[config.mk]
export PLATFORM = sky130hd
export DESIGN_NAME = usb_rx_unit
export DESIGN_NICKNAME = d
export VERILOG_FILES = /design/src/rtl/usb_pkg.sv /design/src/rtl/usb_rx_bit_decoder.sv /design/src/rtl/usb_rx_unit.sv
export SDC_FILE = /design/constraint.sdc
export NUM_CORES = 1
export LEC_CHECK = 0
export CORE_ASPECT_RATIO = 0.8
export CORE_MARGIN = 2
export CORE_UTILIZATION = 50
export DETAILED_ROUTE_END_ITERATION = 6
export PLACE_DENSITY = 0.68
export SLEW_MARGIN = 20
export SYNTH_ARGS = -nofsm -noshare
export SYNTH_HDL_FRONTEND = slang
export SYNTH_HIERARCHICAL = 1
export SYNTH_SLANG_ARGS = --single-unit
[constraint.sdc]
create_clock -name clk -period 8.1 [get_ports clk]
set_clock_uncertainty 0.1 [all_clocks]
set_input_delay 2.43 -clock clk [delete_from_list [all_inputs] [get_ports clk]]
set_output_delay 2.43 -clock clk [all_outputs]
set_load 0.02 [all_outputs]
[src/rtl/usb_pkg.sv]
// Shared definitions for the full-speed USB receive path.
// Contents: rx_packet status codes, PID nibble values, packet FSM states,
// the decoded SYNC pattern, the default oversampling ratio, and a helper
// that maps a PID low nibble to its status code.
package usb_pkg;

    localparam int unsigned ClksPerBitDefault = 8;

    // SYNC (KJKJKJKK) NRZI-decodes to seven zeros then a one, LSB first.
    localparam logic [7:0] SyncPattern = 8'h80;

    localparam logic [3:0] PidOut   = 4'h1;
    localparam logic [3:0] PidIn    = 4'h9;
    localparam logic [3:0] PidData0 = 4'h3;
    localparam logic [3:0] PidData1 = 4'hB;
    localparam logic [3:0] PidAck   = 4'h2;
    localparam logic [3:0] PidNak   = 4'hA;

    typedef enum logic [2:0] {
        PktNone  = 3'd0,
        PktOut   = 3'd1,
        PktIn    = 3'd2,
        PktData0 = 3'd3,
        PktData1 = 3'd4,
        PktAck   = 3'd5,
        PktNak   = 3'd6,
        PktError = 3'd7
    } rx_code_e;

    typedef enum logic [2:0] {
        StIdle,
        StSync,
        StPid,
        StBody,
        StEop,
        StErr
    } rx_state_e;

    // Unsupported PID values map to PktError.
    function automatic rx_code_e pid_to_code(input logic [3:0] nib);
        case (nib)
            PidOut:   return PktOut;
            PidIn:    return PktIn;
            PidData0: return PktData0;
            PidData1: return PktData1;
            PidAck:   return PktAck;
            PidNak:   return PktNak;
            default:  return PktError;
        endcase
    endfunction

endpackage

[src/rtl/usb_rx_bit_decoder.sv]
// Line-level front end of the USB receiver.
// Synchronizes D+/D-, recovers bit timing with a phase counter that realigns
// on every D+ edge, samples at the bit centre, NRZI-decodes and removes
// stuff bits.
// Ports:
//   clk, n_rst          system clock, synchronous active-high reset
//   dplus_in, dminus_in raw asynchronous line pair
//   in_packet           high while SYNC/PID/BODY are being received
//   bit_valid           strobe: a non-SE0, non-stuff symbol was sampled
//   rx_bit              decoded bit value (valid with bit_valid)
//   se0                 strobe: an SE0 symbol was sampled
//   stuff_err           strobe: a stuff slot decoded to 1
//   line_j              strobe: the sampled symbol was J
module usb_rx_bit_decoder
    import usb_pkg::*;
#(
    parameter int unsigned CLKS_PER_BIT = ClksPerBitDefault
) (
    input  logic clk,
    input  logic n_rst,
    input  logic dplus_in,
    input  logic dminus_in,
    input  logic in_packet,
    output logic bit_valid,
    output logic rx_bit,
    output logic se0,
    output logic stuff_err,
    output logic line_j
);

    localparam int unsigned PhaseW = $clog2(CLKS_PER_BIT);
    localparam logic [PhaseW-1:0] PhaseMax    = PhaseW'(CLKS_PER_BIT - 1);
    localparam logic [PhaseW-1:0] SamplePhase = PhaseW'(3);

    logic              dp_meta_q, dp_sync_q, dm_meta_q, dm_sync_q, dp_prev_q;
    logic [PhaseW-1:0] phase_q, phase_d;
    logic              prev_j_q, prev_j_d;
    logic [2:0]        ones_q, ones_d;

    logic sample, sym_se0, sym_j, decoded, stuff_slot;

    always_ff @(posedge clk) begin
        if (n_rst) begin
            // Synchronizers start at idle J so reset release is not seen as an edge.
            dp_meta_q <= 1'b1;
            dp_sync_q <= 1'b1;
            dm_meta_q <= 1'b0;
            dm_sync_q <= 1'b0;
            dp_prev_q <= 1'b1;
            phase_q   <= '0;
            prev_j_q  <= 1'b1;
            ones_q    <= '0;
        end else begin
            dp_meta_q <= dplus_in;
            dp_sync_q <= dp_meta_q;
            dm_meta_q <= dminus_in;
            dm_sync_q <= dm_meta_q;
            dp_prev_q <= dp_sync_q;
            phase_q   <= phase_d;
            prev_j_q  <= prev_j_d;
            ones_q    <= ones_d;
        end
    end

    always_comb begin
        sample     = (phase_q == SamplePhase);
        sym_se0    = !dp_sync_q && !dm_sync_q;
        sym_j      = dp_sync_q && !dm_sync_q;
        decoded    = (sym_j == prev_j_q);
        stuff_slot = in_packet && (ones_q == 3'd6);

        if ((dp_sync_q != dp_prev_q) || (phase_q == PhaseMax)) begin
            phase_d = '0;
        end else begin
            phase_d = phase_q + 1'b1;
        end

        prev_j_d  = prev_j_q;
        ones_d    = ones_q;
        bit_valid = 1'b0;
        rx_bit    = decoded;
        se0       = 1'b0;
        stuff_err = 1'b0;
        line_j    = 1'b0;

        if (sample) begin
            if (sym_se0) begin
                // Next packet's NRZI reference is J.
                se0      = 1'b1;
                prev_j_d = 1'b1;
                ones_d   = '0;
            end else begin
                prev_j_d = sym_j;
                line_j   = sym_j;
                if (stuff_slot) begin
                    stuff_err = decoded;
                    ones_d    = '0;
                end else begin
                    bit_valid = 1'b1;
                    if (!in_packet || !decoded) begin
                        ones_d = '0;
                    end else begin
                        ones_d = ones_q + 3'd1;
                    end
                end
            end
        end
    end

endmodule

[src/rtl/usb_rx_unit.sv]
// Full-speed USB packet receiver.
// Tracks SYNC/PID/BODY/EOP, reports each packet's type on rx_packet and
// streams DATA0/DATA1 payload bytes with the trailing CRC16 stripped by a
// two-byte delay line.
// Ports:
//   clk, n_rst          system clock (CLKS_PER_BIT x bit rate), sync active-high reset
//   dplus_in, dminus_in raw asynchronous line pair
//   rx_packet           packet status code (usb_pkg::rx_code_e)
//   store_rx_packet     one-cycle strobe, rx_packet_data valid
//   rx_packet_data      payload byte, LSB received first
module usb_rx_unit
    import usb_pkg::*;
#(
    parameter int unsigned CLKS_PER_BIT = ClksPerBitDefault
) (
    input  logic       clk,
    input  logic       n_rst,
    input  logic       dplus_in,
    input  logic       dminus_in,
    output logic [2:0] rx_packet,
    output logic       store_rx_packet,
    output logic [7:0] rx_packet_data
);

    logic bit_valid, rx_bit, se0, stuff_err, line_j, in_packet;

    rx_state_e  state_q, state_d;
    rx_code_e   pid_q, pid_d, rx_packet_q, rx_packet_d;
    logic [7:0] shift_q, shift_d, dly0_q, dly0_d, dly1_q, dly1_d, data_q, data_d;
    logic [2:0] bit_cnt_q, bit_cnt_d;
    logic [3:0] j_cnt_q, j_cnt_d;
    logic [1:0] dly_cnt_q, dly_cnt_d;
    logic       se0_seen_q, se0_seen_d, err_se0_q, err_se0_d, store_q, store_d;

    logic [7:0] new_byte;
    logic       byte_done, go_err, err_on_se0;

    assign in_packet = (state_q == StSync) || (state_q == StPid) || (state_q == StBody);
    assign new_byte  = {rx_bit, shift_q[7:1]};
    assign byte_done = bit_valid && (bit_cnt_q == 3'd7);

    usb_rx_bit_decoder #(
        .CLKS_PER_BIT(CLKS_PER_BIT)
    ) u_bit_decoder (
        .clk      (clk),
        .n_rst    (n_rst),
        .dplus_in (dplus_in),
        .dminus_in(dminus_in),
        .in_packet(in_packet),
        .bit_valid(bit_valid),
        .rx_bit   (rx_bit),
        .se0      (se0),
        .stuff_err(stuff_err),
        .line_j   (line_j)
    );

    always_ff @(posedge clk) begin
        if (n_rst) begin
            state_q     <= StIdle;
            pid_q       <= PktNone;
            rx_packet_q <= PktNone;
            shift_q     <= '0;
            dly0_q      <= '0;
            dly1_q      <= '0;
            data_q      <= '0;
            bit_cnt_q   <= '0;
            j_cnt_q     <= '0;
            dly_cnt_q   <= '0;
            se0_seen_q  <= 1'b0;
            err_se0_q   <= 1'b0;
            store_q     <= 1'b0;
        end else begin
            state_q     <= state_d;
            pid_q       <= pid_d;
            rx_packet_q <= rx_packet_d;
            shift_q     <= shift_d;
            dly0_q      <= dly0_d;
            dly1_q      <= dly1_d;
            data_q      <= data_d;
            bit_cnt_q   <= bit_cnt_d;
            j_cnt_q     <= j_cnt_d;
            dly_cnt_q   <= dly_cnt_d;
            se0_seen_q  <= se0_seen_d;
            err_se0_q   <= err_se0_d;
            store_q     <= store_d;
        end
    end

    always_comb begin
        state_d     = state_q;
        pid_d       = pid_q;
        rx_packet_d = rx_packet_q;
        shift_d     = shift_q;
        dly0_d      = dly0_q;
        dly1_d      = dly1_q;
        data_d      = data_q;
        bit_cnt_d   = bit_cnt_q;
        j_cnt_d     = j_cnt_q;
        dly_cnt_d   = dly_cnt_q;
        se0_seen_d  = se0_seen_q;
        err_se0_d   = err_se0_q;
        store_d     = 1'b0;
        go_err      = 1'b0;
        err_on_se0  = 1'b0;

        if (bit_valid) begin
            shift_d   = new_byte;
            bit_cnt_d = bit_cnt_q + 3'd1;
        end

        case (state_q)
            StIdle: begin
                // First K is also the first SYNC bit.
                if (bit_valid && !line_j) begin
                    state_d     = StSync;
                    rx_packet_d = PktNone;
                    bit_cnt_d   = 3'd1;
                    dly_cnt_d   = '0;
                    se0_seen_d  = 1'b0;
                end else begin
                    bit_cnt_d = '0;
                end
            end
            StSync: begin
                if (se0) begin
                    go_err     = 1'b1;
                    err_on_se0 = 1'b1;
                end else if (stuff_err) begin
                    go_err = 1'b1;
                end else if (byte_done) begin
                    if (new_byte == SyncPattern) state_d = StPid;
                    else go_err = 1'b1;
                end
            end
            StPid: begin
                if (se0) begin
                    go_err     = 1'b1;
                    err_on_se0 = 1'b1;
                end else if (stuff_err) begin
                    go_err = 1'b1;
                end else if (byte_done) begin
                    if ((new_byte[3:0] == ~new_byte[7:4]) &&
                        (pid_to_code(new_byte[3:0]) != PktError)) begin
                        pid_d   = pid_to_code(new_byte[3:0]);
                        state_d = StBody;
                    end else begin
                        go_err = 1'b1;
                    end
                end
            end
            StBody: begin
                if (se0) begin
                    if (bit_cnt_q != 3'd0) begin
                        go_err     = 1'b1;
                        err_on_se0 = 1'b1;
                    end else if (se0_seen_q) begin
                        state_d = StEop;
                    end else begin
                        se0_seen_d = 1'b1;
                    end
                end else if (stuff_err || (bit_valid && se0_seen_q)) begin
                    go_err = 1'b1;
                end else if (byte_done) begin
                    if (pid_q == PktAck || pid_q == PktNak) begin
                        go_err = 1'b1;
                    end else if (pid_q == PktData0 || pid_q == PktData1) begin
                        // Hold two bytes back so the CRC16 never leaves the block.
                        dly1_d = dly0_q;
                        dly0_d = new_byte;
                        if (dly_cnt_q == 2'd2) begin
                            store_d = 1'b1;
                            data_d  = dly1_q;
                        end else begin
                            dly_cnt_d = dly_cnt_q + 2'd1;
                        end
                    end
                end
            end
            StEop: begin
                if (line_j) begin
                    state_d     = StIdle;
                    rx_packet_d = pid_q;
                end else if (bit_valid) begin
                    go_err = 1'b1;
                end
            end
            StErr: begin
                // Leave after SE0 then J, or after 16 idle J bit times.
                if (se0) begin
                    err_se0_d = 1'b1;
                    j_cnt_d   = '0;
                end else if (line_j) begin
                    if (err_se0_q || (j_cnt_q == 4'd15)) state_d = StIdle;
                    else j_cnt_d = j_cnt_q + 4'd1;
                end else if (bit_valid) begin
                    j_cnt_d = '0;
                end
            end
            default: state_d = StIdle;
        endcase

        if (go_err) begin
            state_d     = StErr;
            rx_packet_d = PktError;
            j_cnt_d     = '0;
            err_se0_d   = err_on_se0;
        end
    end

    assign rx_packet       = rx_packet_q;
    assign store_rx_packet = store_q;
    assign rx_packet_data  = data_q;

endmodule

Word-level counts from Yosys, hierarchy flattened

Index checks and enable logic that the tools add are counted.

Add/sub/neg operators: 5
Equality and inequality tests: 65
Mux-type cells: 83
Bitwise gates (word level): 8
Reductions and logical operators: 42

Operators with widths:

| kind                | count |
|---|---|
| $mux 3              | 29 |
| $ne 3x3->1 const B  | 16 |
| $ne 2x2->1 const B  | 19 |
| $mux 1              | 36 |
| $pmux 3 s6          | 2 |
| $reduce_and 16->1   | 2 |
| $eq 3x3->1 const B  | 8 |
| $eq 4x4->1 const B  | 4 |
| $mux 4              | 4 |
| $mux 2              | 7 |
| $eq 3x2->1 const B  | 4 |
| $add 3x1->3 const B | 3 |
| $reduce_bool 3->1   | 3 |
| $eq 4x2->1 const B  | 2 |
| $eq 8x8->1 const B  | 1 |
| $logic_or 1x1->1    | 8 |
| $reduce_and 8->1    | 1 |
| $reduce_bool 2->1   | 4 |
| $logic_and 1x1->1   | 7 |
| $not 1->1           | 7 |
| $reduce_and 7->1    | 1 |
| $reduce_or 7->1     | 1 |
| $ne 2x1->1 const B  | 3 |
| $ne 3x2->1 const B  | 2 |
| other kinds (21)    | 29 |

Bits in registers: 65
Input bits: 4
Output and inout bits: 12
Logic and storage cells: 225

Depth between registers and ports, before layout

Gate-level depths: netlist of the first run.

Depth after elaboration: 21
Depth in mapped cells: 12
Gate-level depth less buffers: 10

By module

The synthesis of the first run kept the hierarchy.

By module, submodules not included:

| module             | instances | cells each | area an instance (um2) | seq. area each (um2) |
|---|---|---|---|---|
| usb_rx_unit        | 1         | 306        | 2598.7                 | 1041.0 |
| usb_rx_bit_decoder | 1         | 56         | 550.5                  | 240.2 |

Worst setup path after synthesis of the first run

OpenSTA, ideal clock, no wires.

Path kind: in2reg
Start point: input n_rst
End point: register dly_cnt_q[0]
Library setup time: 0.128 ns
Arrival time: 3.038 ns
Required time: 7.872 ns
Setup slack: 4.834 ns
Stages: 3
Buffers on the path: 2
Path through: clkbuf_1 > clkbuf_1 > nor2_1

RTL lines:

| what                 | line              | text |
|---|---|---|
| from (decl)          | usb_rx_unit.sv:17 | `input logic n_rst,` |
| to (signal assigned) | usb_rx_unit.sv:82 | `dly_cnt_q <= dly_cnt_d;` |
| to (decl)            | usb_rx_unit.sv:32 | `logic [1:0] dly_cnt_q, dly_cnt_d;` |

No word-level cell between the ends.

Final worst setup path of the first run

Start point: register data_q[6] (netlist: rx_packet_data[6])
End point: output rx_packet_data[6]

RTL lines:

| what                   | line              | text |
|---|---|---|
| from (decl)            | usb_rx_unit.sv:29 | `logic [7:0] shift_q, shift_d, dly0_q, dly0_d, dly1_q, dly1_d, data_q, data_d;` |
| from (signal assigned) | usb_rx_unit.sv:79 | `data_q <= data_d;` |
| to (decl)              | usb_rx_unit.sv:22 | `output logic [7:0] rx_packet_data` |

No word-level cell between the ends.

==> metrics list, run 1 <==
- Power spread over the standard cell area amounts to 192 mW/mm².
- The die covers 0.00695 mm².
- The run finished with clean final reports.
- Layout Nets: 385
* Weighted congestion reported at the end of routability-driven placement: 0.884
* Final max-slew violation count: 0
* Overflow left after global routing: 0
- Number of maximum-capacitance constraint violations: 0
- Averaged over all synthesized cells, the footprint is 8.70 µm².
* Setup repair after global routing missed its margin: false
- Together, buffers and inverters on the worst path number 1.
- The worst register-to-register path begins at state_q[2].
- In this design, the stage delay of the slowest critical-path cell is 0.60 ns.
- Leakage power figure: 0.00121 µW
- Hold-fix buffer count after cts: 0
- Summed over all nets, the half-perimeter wirelength after detailed placement is 4.29 mm.
- Fin. Hold Viols: 0
- Once the clock tree was built, the resizer swapped 0 gates to a different size.
- TritonCTS clock tree: built
- The layout has 585 filler cells.
* Maximum clock frequency: 261 MHz
* Pin count of the biggest net entering global routing: 59
- The number of setup buffers added after CTS is 0.
- Capturing instance or port of the critical path: rx_packet_data[6]
* Critical Path RT: 5.57 ns
- For this configuration, the core starts out at a cell density of 0.524.
- Layout cells sized above 1: 0.112
* Number of placement rows: 25
- Synthesis produced a netlist whose cell count is 362.
* Most frequent cells in the layout: sky130_fd_sc_hd__nand2_1 (64), sky130_fd_sc_hd__dfxtp_1 (64), sky130_fd_sc_hd__a21oi_1 (39)
- Along the worst path, the maximum fanout reaches 2.
* H-tree levels: 3
* DRC: 0
- The via count of the first global-routing pass came to 2203.
- Total of endpoints with negative setup slack in the final report: 0
- Final total negative setup slack: 0 ns
- The synthesized design contains 64 register bits.
* Transition time at the pin with the least slew margin: 1.01 ns
- Across all layers, the routed design uses 2506 vias.
- The worst setup path is captured at a primary output.
* Number of buffers created by CTS: 9
* Proportion of synthesized chip area in sequential cells: 0.407
* Register-to-register path setup slack: 4.77 ns
- Of the post-synthesis cell area, the dominant cell type holds 0.407.
- The number of cells on the worst reg-to-reg path is 9.
- Buffers placed on the I/O ports in this run total 15.
- IR analysis of the VDD net gives a maximum drop of 0.000154 V.
* Async set-reset flop share out of synthesis: 0
- Cell taking the most area after synthesis: sky130_fd_sc_hd__dfxtp_1
- Cell area after layout: 0.00351 mm²
* CTS Root Cell: sky130_fd_sc_hd__clkbuf_8
* Count of cell types in the netlist: 69
- The worst hold path belongs to the class flop to flop.
- The synthesized netlist occupies a cell area of 0.00315 mm².
- Dividing the detail-routed wire length by the instance count gives 13.9 µm.
* Initial antenna violation count: 0
- For this block, the initial DRC count from the detailed router was 131.
- The most used flip-flop cell after synthesis is sky130_fd_sc_hd__dfxtp_1.
- DIE HEIGHT: 75.0 µm
* CP Cell Sequence: clkdlybuf4s50_1
- The worst register-to-register path ends at dly_cnt_q[1].
* Worst EP arrival: 1.31 ns
- Counting every net in the synthesized netlist gives 376.
- The clock period could shrink to 3.84 ns.
- Post-route fraction of the period consumed by the critical path: 0.473
- Diodes inserted: 0
- From synthesis to final layout, the design area changed by 11.4%.
- The longest clock path from root to sink contains 2 buffers.
* Worst slew margin relative to its limit: 0.325
- Worst Setup SP: rx_packet_data[6]
* Type of the worst setup path: flop to primary output
- In this run the number of cells on the critical path is 1.
- For the worst-skew pair, the clock arrives at the later sink with an insertion delay of 0.36 ns.
- After clock tree synthesis, the clock-pin slew on the worst setup and hold paths is 0.09 ns.
- Pin placement for this block handled 16 I/O pins.
* First-pass GRT wire length: 10.8 mm
* Number of detailed-route iterations in the first pass: 4
- Number of warnings issued by yosys: 6
- Total core area: 0.00601 mm²
- The tree built by TritonCTS fans out to 64 sinks.
- DIE WIDTH: 92.7 µm
* Total routed wirelength: 6.34 mm
* Vias per std cell: 5.48
- Antenna-violating nets left: 0
- By area the synthesized netlist is led by sky130_fd_sc_hd__dfxtp_1 (41%), sky130_fd_sc_hd__nand2_1 (7.6%), sky130_fd_sc_hd__a21oi_1 (6.2%).
* Crit path max-delay cell type: sky130_fd_sc_hd__clkdlybuf4s50_1
- Largest delay contributor family on the critical path: buffers and inverters
- Global routing usage summed across all routing layers: 0.201
- Summing all placed instances gives a cell area of 0.00331 mm².
* Number of enable-type register cells in the synthesized netlist: 0
- The worst setup path is launched from a flop.
[flip-flops by register name (all words and copies together) (netlist names), 2 cells and up]
| signal | cells |
|---|---|
| rx_packet | 3 |
| bit_cnt_q | 3 |
| u_bit_decoder/phase_q | 3 |
| state_q | 3 |
| j_cnt_q | 4 |
| dly0_q | 8 |
| pid_q | 3 |
| shift_q | 7 |
| rx_packet_data | 8 |
| dly1_q | 8 |
| u_bit_decoder/ones_q | 3 |
| dly_cnt_q | 2 |
[worst min path at each step]
stage          cells past startpoint                    start  slack (ns)                       to
4_1_cts                            1  u_bit_decoder/dp_meta_q        0.31  u_bit_decoder/dp_sync_q
6_report                           1  u_bit_decoder/dp_meta_q        0.31  u_bit_decoder/dp_sync_q
3_3_place_gp                       1  u_bit_decoder/dp_meta_q        0.29  u_bit_decoder/dp_sync_q
3_5_place_dp                       1  u_bit_decoder/dp_meta_q        0.29  u_bit_decoder/dp_sync_q
2_1_floorplan                      1  u_bit_decoder/dp_meta_q        0.28  u_bit_decoder/dp_sync_q
5_1_grt                            1  u_bit_decoder/dp_meta_q        0.33  u_bit_decoder/dp_sync_q
[final cells by class]
cell class                 instances  area (µm²)  area share
multi-input combinational        268        1720       0.490
sequential                        64        1280       0.365
timing repair buffer              18         168      0.0478
clock buffer                       9         124      0.0353
clock inverter                     7        77.6      0.0221
tap                               81         101      0.0289
inverter                          10        37.5      0.0107
[cells by family after synthesis]
kind of cell	Yosys count	share of synthesized area
flops	64	0.407
fa+ha+maj	10	0.0397
xor+xnor	7	0.0195
compound gates	80	0.175
buf+inv	30	0.0497
simple gates	160	0.275
mux	11	0.0350
[layer usage]
metal,part of all wire,up-vias,wire (µm),track usage
li1,-,1285,-,-
met1,0.51,1155,3220,0.300
met2,0.43,58,2700,0.276
met3,0.053,8,335,0.0601
met4,0.014,0,89,0.0686
met5,0,-,0,0
[cell usage after synthesis (4+ instances only)]
cell                       instances
sky130_fd_sc_hd__xnor2_1           4
sky130_fd_sc_hd__nor2b_1           4
sky130_fd_sc_hd__nor2_1           32
sky130_fd_sc_hd__nor3_1            4
sky130_fd_sc_hd__nand2_1          64
sky130_fd_sc_hd__or2_1             5
sky130_fd_sc_hd__inv_1            10
sky130_fd_sc_hd__mux2i_1          11
sky130_fd_sc_hd__buf_2             4
sky130_fd_sc_hd__ha_1             10
sky130_fd_sc_hd__a21oi_1          39
sky130_fd_sc_hd__nand3_1           7
sky130_fd_sc_hd__or3_1             4
sky130_fd_sc_hd__buf_6             4
sky130_fd_sc_hd__o21ai_0           9
sky130_fd_sc_hd__dfxtp_1          64
sky130_fd_sc_hd__a31oi_1           5
sky130_fd_sc_hd__clkbuf_1          7
sky130_fd_sc_hd__nor3b_1           5
sky130_fd_sc_hd__nand2b_1          6
[through the flow]
stage / util / setup slack (ns) / power [µW] / instances / hold WS [ns]
after global placement: 0.550 / 4.30 / 400 / 441 / 0.288
after global routing: 0.584 / 4.21 / 702 / 457 / 0.334
final: 0.584 / 4.26 / 674 / 457 / 0.305
after detailed placement: 0.550 / 4.29 / 401 / 441 / 0.289
after floorplan: - / 4.83 / 389 / 362 / 0.283
after CTS: 0.584 / 4.25 / 679 / 457 / 0.307
[power by group]
| group | leakage, µW | internal (µW) | switching [µW] |
|---|---|---|---|
| Combinational | 0.000591 | 28.2 | 35.4 |
| Clock | 0.000100 | 145 | 136 |
| Sequential | 0.000517 | 320 | 10.2 |
Power figures use the tool's default switching activity.
==> run 2, diff against run 1 <==
==> constraint.sdc (replaced) <==
create_clock -name clk -period 4 [get_ports clk]
set_clock_uncertainty 0.1 [all_clocks]
set_input_delay 1.2 -clock clk [delete_from_list [all_inputs] [get_ports clk]]
set_output_delay 1.2 -clock clk [all_outputs]
set_load 0.02 [all_outputs]
==> run 2 against run 1 <==
  * Via count decreased by 0.72%
  * Highest routed layer unchanged
  * Power increased by 120%
  * Critical path depth increased by 8
  * Critical endpoint is now dly_cnt_q[1]
  * Clock-buffer cell count increased by 3
  * Hold slack improved by 0.0032 ns
  * Clock power increased by 140%
  * Routed wire length increased by 3.9%
==> metrics list, run 2 (synthesis results as in run 1) <==
- Most frequent cells in the layout: sky130_fd_sc_hd__nand2_1 (64), sky130_fd_sc_hd__dfxtp_1 (64), sky130_fd_sc_hd__a21oi_1 (39)
- Vias per std cell: 5.43 (-0.94%)
- The pre-CTS setup slack is 0.812 ns (-3.48 ns).
* Min cycle time layout: 3.25 ns
- Worst Setup End Kind: flop
* CTS resizes: 0 (unchanged)
- The total power density per cell area came to 411 mW/mm² (+110%).
- Post-DP HPWL: 4.39 mm (+2.5%)
- In the finished design, the share of the clock period the worst path needs comes to 0.814.
* Critical Path RT: 4.18 ns (-1.39 ns)
- The max-capacitance violation count was 0 (unchanged).
* Leakage power figure: 0.00123 µW (+1.6%)
- Weighted congestion reported at the end of routability-driven placement: 0.857 (-3.0%)
- The total placed instance area came to 0.00331 mm² (+0.23%).
- Result of the run: completed
- Overflow left after global routing: 0 (unchanged)
* TritonCTS clock tree: built
- The clock transition at the registers of the reported paths is 0.08 ns (about the same).
- The I/O pin total was 16 (unchanged).
* First-pass GRT wire length: 11.2 mm (+3.1%)
- Diodes inserted: 0 (unchanged)
* CTS Root Cell: sky130_fd_sc_hd__clkbuf_8
- Number of filler cells placed in the layout: 557 (-4.8%)
* Pin count of the biggest net entering global routing: 43 (-27%)
- Wire per inst: 14.4 µm (+3.7%)
- The buffer and inverter count on the worst path is 0 (-1).
* Layout cells sized above 1: 0.114 (+0.00236)
* Hold-fix buffer count after cts: 0 (unchanged)
- The area growth from synthesis to layout is 12.8%.
* Cell area after layout: 0.00355 mm² (+1.3%)
- Derived from the worst setup path, the maximum achievable clock frequency is 307 MHz.
- The number of clock sinks was 64 (unchanged).
* Worst slew margin relative to its limit: 0.488 (+0.163)
- The total global-route track usage came to 0.210 (+0.00907).
- The floorplan row count was 25 (unchanged).
* Initial antenna violation count: 0 (unchanged)
* Path category of the worst min-delay check: flop to flop
- Total core area: 0.00601 mm² (unchanged)
- Vias after detailed routing: 2488 (-0.72%)
- Number of buffers created by CTS: 9 (unchanged)
* Sort of element at the start of the critical path: flop
- Antenna-violating nets left: 0 (unchanged)
- The total setup buffers inserted after CTS is 0 (unchanged).
- The final-stage net count came to 386 (+0.26%).
- The die height came to 75.0 µm (unchanged).
- Type of the worst setup path: flop to flop
* Tot Pwr: 1460 µW (+120%)
- The final critical-path setup slack was 0.745 ns (-3.52 ns).
- The hold violation count in the final report came to 0 (unchanged).
- DRC: 0 (unchanged)
- The number of H-tree levels is 3 (unchanged).
- Setup repair after global routing left no endpoint under its margin.
- The worst-margin pin slew is 0.768 ns (-0.244 ns).
* Vias in the first global route: 2291 (+4.0%)
* DIE WIDTH: 92.7 µm (unchanged)
- The iteration-0 DRC count of the detailed router is 180 (+37%).
- The final cell count without fillers came to 458 (+0.22%).
- Worst EP arrival: 3.44 ns (+2.13 ns)
- The number of setup violations in the final report came to 0 (unchanged).
- The worst stage delay on the critical path is 0.64 ns (+0.04 ns).
- Port buffer count: 15 (unchanged)
- Number of detailed-route iterations in the first pass: 4 (unchanged)
- Final total negative setup slack: 0 ns (unchanged)
* Crit path max-delay cell type: sky130_fd_sc_hd__dfxtp_1
- Peak fanout along the critical path: 20 (+18)
- Clk Latency, worst-skew pair: 0.35 ns (about the same)
- The total wirelength of the detailed-routed design came to 6.59 mm (+3.9%).
- CP Cell Sequence: nor2_1 > and3b_1 > a31o_4 > and4_1 > and4bb_2 > o211a_1 > a21boi_1 > or3_1 > a21oi_1
- The worst supply voltage drop on vdd came to 0.000266 V (+72%).
* Final max-slew violation count: 0 (unchanged)
- Largest delay contributor family on the critical path: simple AND/OR/NAND/NOR gates
- The cell total after placement came to 442 (+0.23%).
- The die area was 0.00695 mm² (unchanged).
- Starting utilization of the core area: 0.524 (unchanged)
- Max clock buf depth: 2 (unchanged)
run 2: area by class of cell:
| cell class | count | area, µm² | area share |
|---|---|---|---|
| Multi-Input combinational cell | 268 | 1720 | 0.483 |
| Sequential cell | 64 | 1280 | 0.361 |
| Timing Repair Buffer | 19 | 175 | 0.0493 |
| Clock buffer | 12 | 165 | 0.0465 |
| Tap cell | 81 | 101 | 0.0285 |
| Clock inverter | 4 | 75.1 | 0.0211 |
| Inverter | 10 | 37.5 | 0.0106 |
run 2: final timing paths:
path | startpoint | endpoint | slack (ns) | cells after the start
worst max-delay path | state_q[2] | dly_cnt_q[1] | 0.75 | 9
worst min-delay path | u_bit_decoder/dp_meta_q | u_bit_decoder/dp_sync_q | 0.31 | 1
worst max register to register | state_q[2] | dly_cnt_q[1] | 0.75 | 9
worst min register to register | u_bit_decoder/dp_meta_q | u_bit_decoder/dp_sync_q | 0.31 | 1
run 2: stage by stage:
step / util / hold WS, ns
2_1_floorplan: - / 0.283
3_3_place_gp: 0.550 / 0.287
3_5_place_dp: 0.552 / 0.292
4_1_cts: 0.592 / 0.308
5_1_grt: 0.592 / 0.324
6_report: 0.592 / 0.308
run 2: worst reg2reg max path, cell delays in order, from the launching register on:
cell and delay [ns]:
sky130_fd_sc_hd__dfxtp_1 0.64, sky130_fd_sc_hd__nor2_1 0.22, sky130_fd_sc_hd__and3b_1 0.24, sky130_fd_sc_hd__a31o_4 0.22, sky130_fd_sc_hd__and4_1 0.24, sky130_fd_sc_hd__and4bb_2 0.35
sky130_fd_sc_hd__o211a_1 0.52, sky130_fd_sc_hd__a21boi_1 0.18, sky130_fd_sc_hd__or3_1 0.34, sky130_fd_sc_hd__a21oi_1 0.15
run 2: per-layer routing:
layer  global-route usage  part of all wire  vias to the layer above
li1                     -                 -                     1275
met1                0.296              0.52                     1161
met2                0.312              0.42                       47
met3               0.0571             0.046                        5
met4               0.0784             0.010                        0
met5                    0                 0                        -
run 2: where the power goes:
| group | total, µW | internal (µW) | switching (µW) |
|---|---|---|---|
| Sequential | 670 | 648 | 21.5 |
| Combinational | 131 | 57.8 | 73.0 |
| Clock | 661 | 402 | 259 |
==> run 3, diff against run 2 <==
--- a/config.mk
+++ b/config.mk
@@ -9,7 +9,7 @@
 export CORE_MARGIN = 2
 export CORE_UTILIZATION = 50
 export DETAILED_ROUTE_END_ITERATION = 6
-export PLACE_DENSITY = 0.68
+export PLACE_DENSITY = 0.71
 export SLEW_MARGIN = 20
 export SYNTH_ARGS = -nofsm -noshare
 export SYNTH_HDL_FRONTEND = slang
==> constraint.sdc (replaced) <==
create_clock -name clk -period 2.6 [get_ports clk]
set_clock_uncertainty 0.1 [all_clocks]
set_input_delay 0.78 -clock clk [delete_from_list [all_inputs] [get_ports clk]]
set_output_delay 0.78 -clock clk [all_outputs]
set_load 0.02 [all_outputs]
==> run 3 against run 2 <==
  * Sequential cell count unchanged
  * Power up 46%
  * Worst setup slack worse by 0.72 ns
  * Global-route usage down 0.35 points
  * Non-clock buffer count up 16
  * Sequential share of layout area down 1.2 points
  * Register-to-register slack worse by 0.72 ns
  * Die area unchanged
  * Via count up 2.8%
  * Design area up 3.6%
  * Hold slack worse by 0.00099 ns
  * Clock-buffer cell count down 3
  * Highest routed layer unchanged
==> metrics list, run 3 (synthesis results as in run 1) <==
* Layout Nets: 402 (+4.1%)
- The initial antenna violation count is 0 (unchanged).
- Starting utilization of the core area: 0.524 (unchanged)
* Number of filler cells placed in the layout: 542 (-2.7%)
* DIE WIDTH: 92.7 µm (unchanged)
- Fin. Hold Viols: 0 (unchanged)
- Weighted congestion reported at the end of routability-driven placement: 0.926 (+8.0%)
- Wire per inst: 14.2 µm (-1.6%)
- The worst supply voltage drop on vdd came to 0.000317 V (+19%).
* CTS Root Cell: sky130_fd_sc_hd__clkbuf_8
- Max clock buf depth: 2 (unchanged)
- Leaving out fill and tap cells, the most frequent cell in the layout is sky130_fd_sc_hd__dfxtp_1.
* Min cycle time layout: 2.57 ns (-0.680 ns)
- Initial drt markers: 189 (+5.0%)
- Number of placement rows: 25 (unchanged)
- The maximum fanout count along the critical path is 5 (-75%).
- Post-DP HPWL: 4.58 mm (+4.2%)
* Combinational share of power: 0.131 (+0.042)
* Power per cell area: 578 mW/mm² (+41%)
- The pre-CTS setup slack is 0.0515 ns (-0.760 ns).
- Cell area after layout: 0.00368 mm² (+3.6%)
- The sequential share of power came to 0.473 (+0.015).
- The share of post-route cells with drive strength above 1 was 0.170 (+0.0564).
- Global routing usage summed across all routing layers: 0.206 (-0.00354)
- Tot Pwr: 2130 µW (+46%)
* First-pass GRT wire length: 11.1 mm (-0.81%)
- The clock insertion delay at the later pin of the skew report came to 0.34 ns (about the same).
- The highest clock rate was 388 MHz (+26%).
* Reg clk slew, reported paths: 0.07 ns (about the same)
- Multi-input logic area: 0.00175 mm² (+2.0%)
* Number of sinks on the clock net: 64 (unchanged)
- The power spent charging and discharging nets was 563 µW (+60%).
- Worst EP arrival: 2.75 ns (-0.69 ns)
- The core region area is 0.00601 mm² (unchanged).
- The final-layout worst hold slack was 0.307 ns (-0.000989 ns).
* Antenna-violating nets left: 0 (unchanged)
- The remaining design rule violation count is 0 (unchanged).
- Vias after detailed routing: 2558 (+2.8%)
- The storage element area came to 0.00128 mm² (unchanged).
- The number of vias per cell after detailed routing was 5.40 (-0.66%).
- Number of buffers created by CTS: 9 (unchanged)
- The pin count of the biggest net entering global routing is 36 (-16%).
- Diodes inserted: 0 (unchanged)
* Final max-slew violation count: 0 (unchanged)
* Port buffer count: 15 (unchanged)
* Number of detailed-route iterations in the first pass: 4 (unchanged)
- Leakage power figure: 0.00130 µW (+5.9%)
- The clock power share is 0.396 (-0.056).
- Floorplan die area: 0.00695 mm² (unchanged)
- Worst slew margin relative to its limit: 0.688 (+0.200)
- The number of hold buffers added after cts came to 0 (unchanged).
- P&R area growth vs syn: 16.8%
- Share of the core filled with cells in the final layout: 0.613 (+0.0210)
* Sort of element at the start of the critical path: flop
- The worst-margin pin slew is 0.469 ns (-0.300 ns).
* Result of the run: completed
- The switching share of power came to 0.265 (+0.0231).
* Total of endpoints with negative setup slack in the final report: 0 (unchanged)
- Minimum setup slack in the final design: 0.0254 ns (-0.720 ns)
- The total wirelength of the detailed-routed design came to 6.72 mm (+1.9%).
- Number of maximum-capacitance constraint violations: 0 (unchanged)
* Path category of the worst min-delay check: flop to flop
- The library cells used most frequently in the layout, excluding fill and tap cells, are sky130_fd_sc_hd__dfxtp_1 (64), sky130_fd_sc_hd__nand2_1 (63), sky130_fd_sc_hd__a21oi_1 (37).
* Vias in the first global route: 2431 (+6.1%)
- TritonCTS clock tree: built
* Post-route fraction of the period consumed by the critical path: 0.990 (+0.177)
- The number of H-tree levels was 3 (unchanged).
- Worst Setup End Kind: flop
- Critical Path RT: 2.77 ns (-1.41 ns)
- Type of the worst setup path: flop to flop
* Placement-stage cell area: 0.00342 mm² (+3.1%)
- Boundary Pins: 16 (unchanged)
- Overflow left after global routing: 0 (unchanged)
- The die height came to 75.0 µm (unchanged).
- The cell-internal power is 1560 µW (+41%).
run 3: layer usage:
metal  global-route usage  up-vias  wire length [µm]
met2                0.314       68              2940
met3               0.0611        8               354
li1                     -     1311                 -
met1                0.280     1171              3330
met4               0.0833        0                83
met5                    0        -                 0
run 3: area by class of cell:
class | instances | area share
Inverter | 10 | 0.0102
Sequential cell | 64 | 0.348
Timing Repair Buffer | 35 | 0.0847
Tap cell | 81 | 0.0275
Multi-Input combinational cell | 268 | 0.476
Clock buffer | 9 | 0.0337
Clock inverter | 7 | 0.0194
run 3: per-stage QoR:
stage                     cells  TNS, ns
after global routing        474  -0.0664
after detailed placement    454        0
final                       474        0
after global placement      454        0
after floorplan             362        0
after CTS                   470        0
run 3: worst paths after layout:
check / from / to / slack [ns] / cells after the start
worst max-delay path: state_q[0] / state_q[1] / 0.03 / 10
worst min-delay path: u_bit_decoder/dp_meta_q / u_bit_decoder/dp_sync_q / 0.31 / 1
worst max register to register: state_q[0] / state_q[1] / 0.03 / 10
worst min register to register: u_bit_decoder/dp_meta_q / u_bit_decoder/dp_sync_q / 0.31 / 1
run 3: critical path, cell delays in order, from the launching register on:
cell	delay (ns)
sky130_fd_sc_hd__dfxtp_1	0.32
sky130_fd_sc_hd__nor2_1	0.10
sky130_fd_sc_hd__nor2_1	0.08
sky130_fd_sc_hd__and3b_1	0.19
sky130_fd_sc_hd__a31o_4	0.22
sky130_fd_sc_hd__and4_2	0.27
sky130_fd_sc_hd__nand4bb_2	0.25
sky130_fd_sc_hd__o2111ai_2	0.20
sky130_fd_sc_hd__o21ai_1	0.14
sky130_fd_sc_hd__or4b_4	0.51
sky130_fd_sc_hd__a21oi_2	0.13
run 3: what timing repair did:
| item | in CTS | in global routing |
|---|---|---|
| gates resized for setup | 0 | 13 |
| hold endpoints to repair | 0 | 0 |
| endpoints found under the setup margin | 0 | 35 |
| setup buffers | 0 | 4 |
run 3: power groups by stage:
stage	Combinational [µW]	Clock (µW)	Sequential (µW)
2_1_floorplan	176	0	1040
3_3_place_gp	252	0	1030
3_5_place_dp	256	0	1030
4_1_cts	258	867	1010
5_1_grt	302	907	1010
6_report	279	842	1010
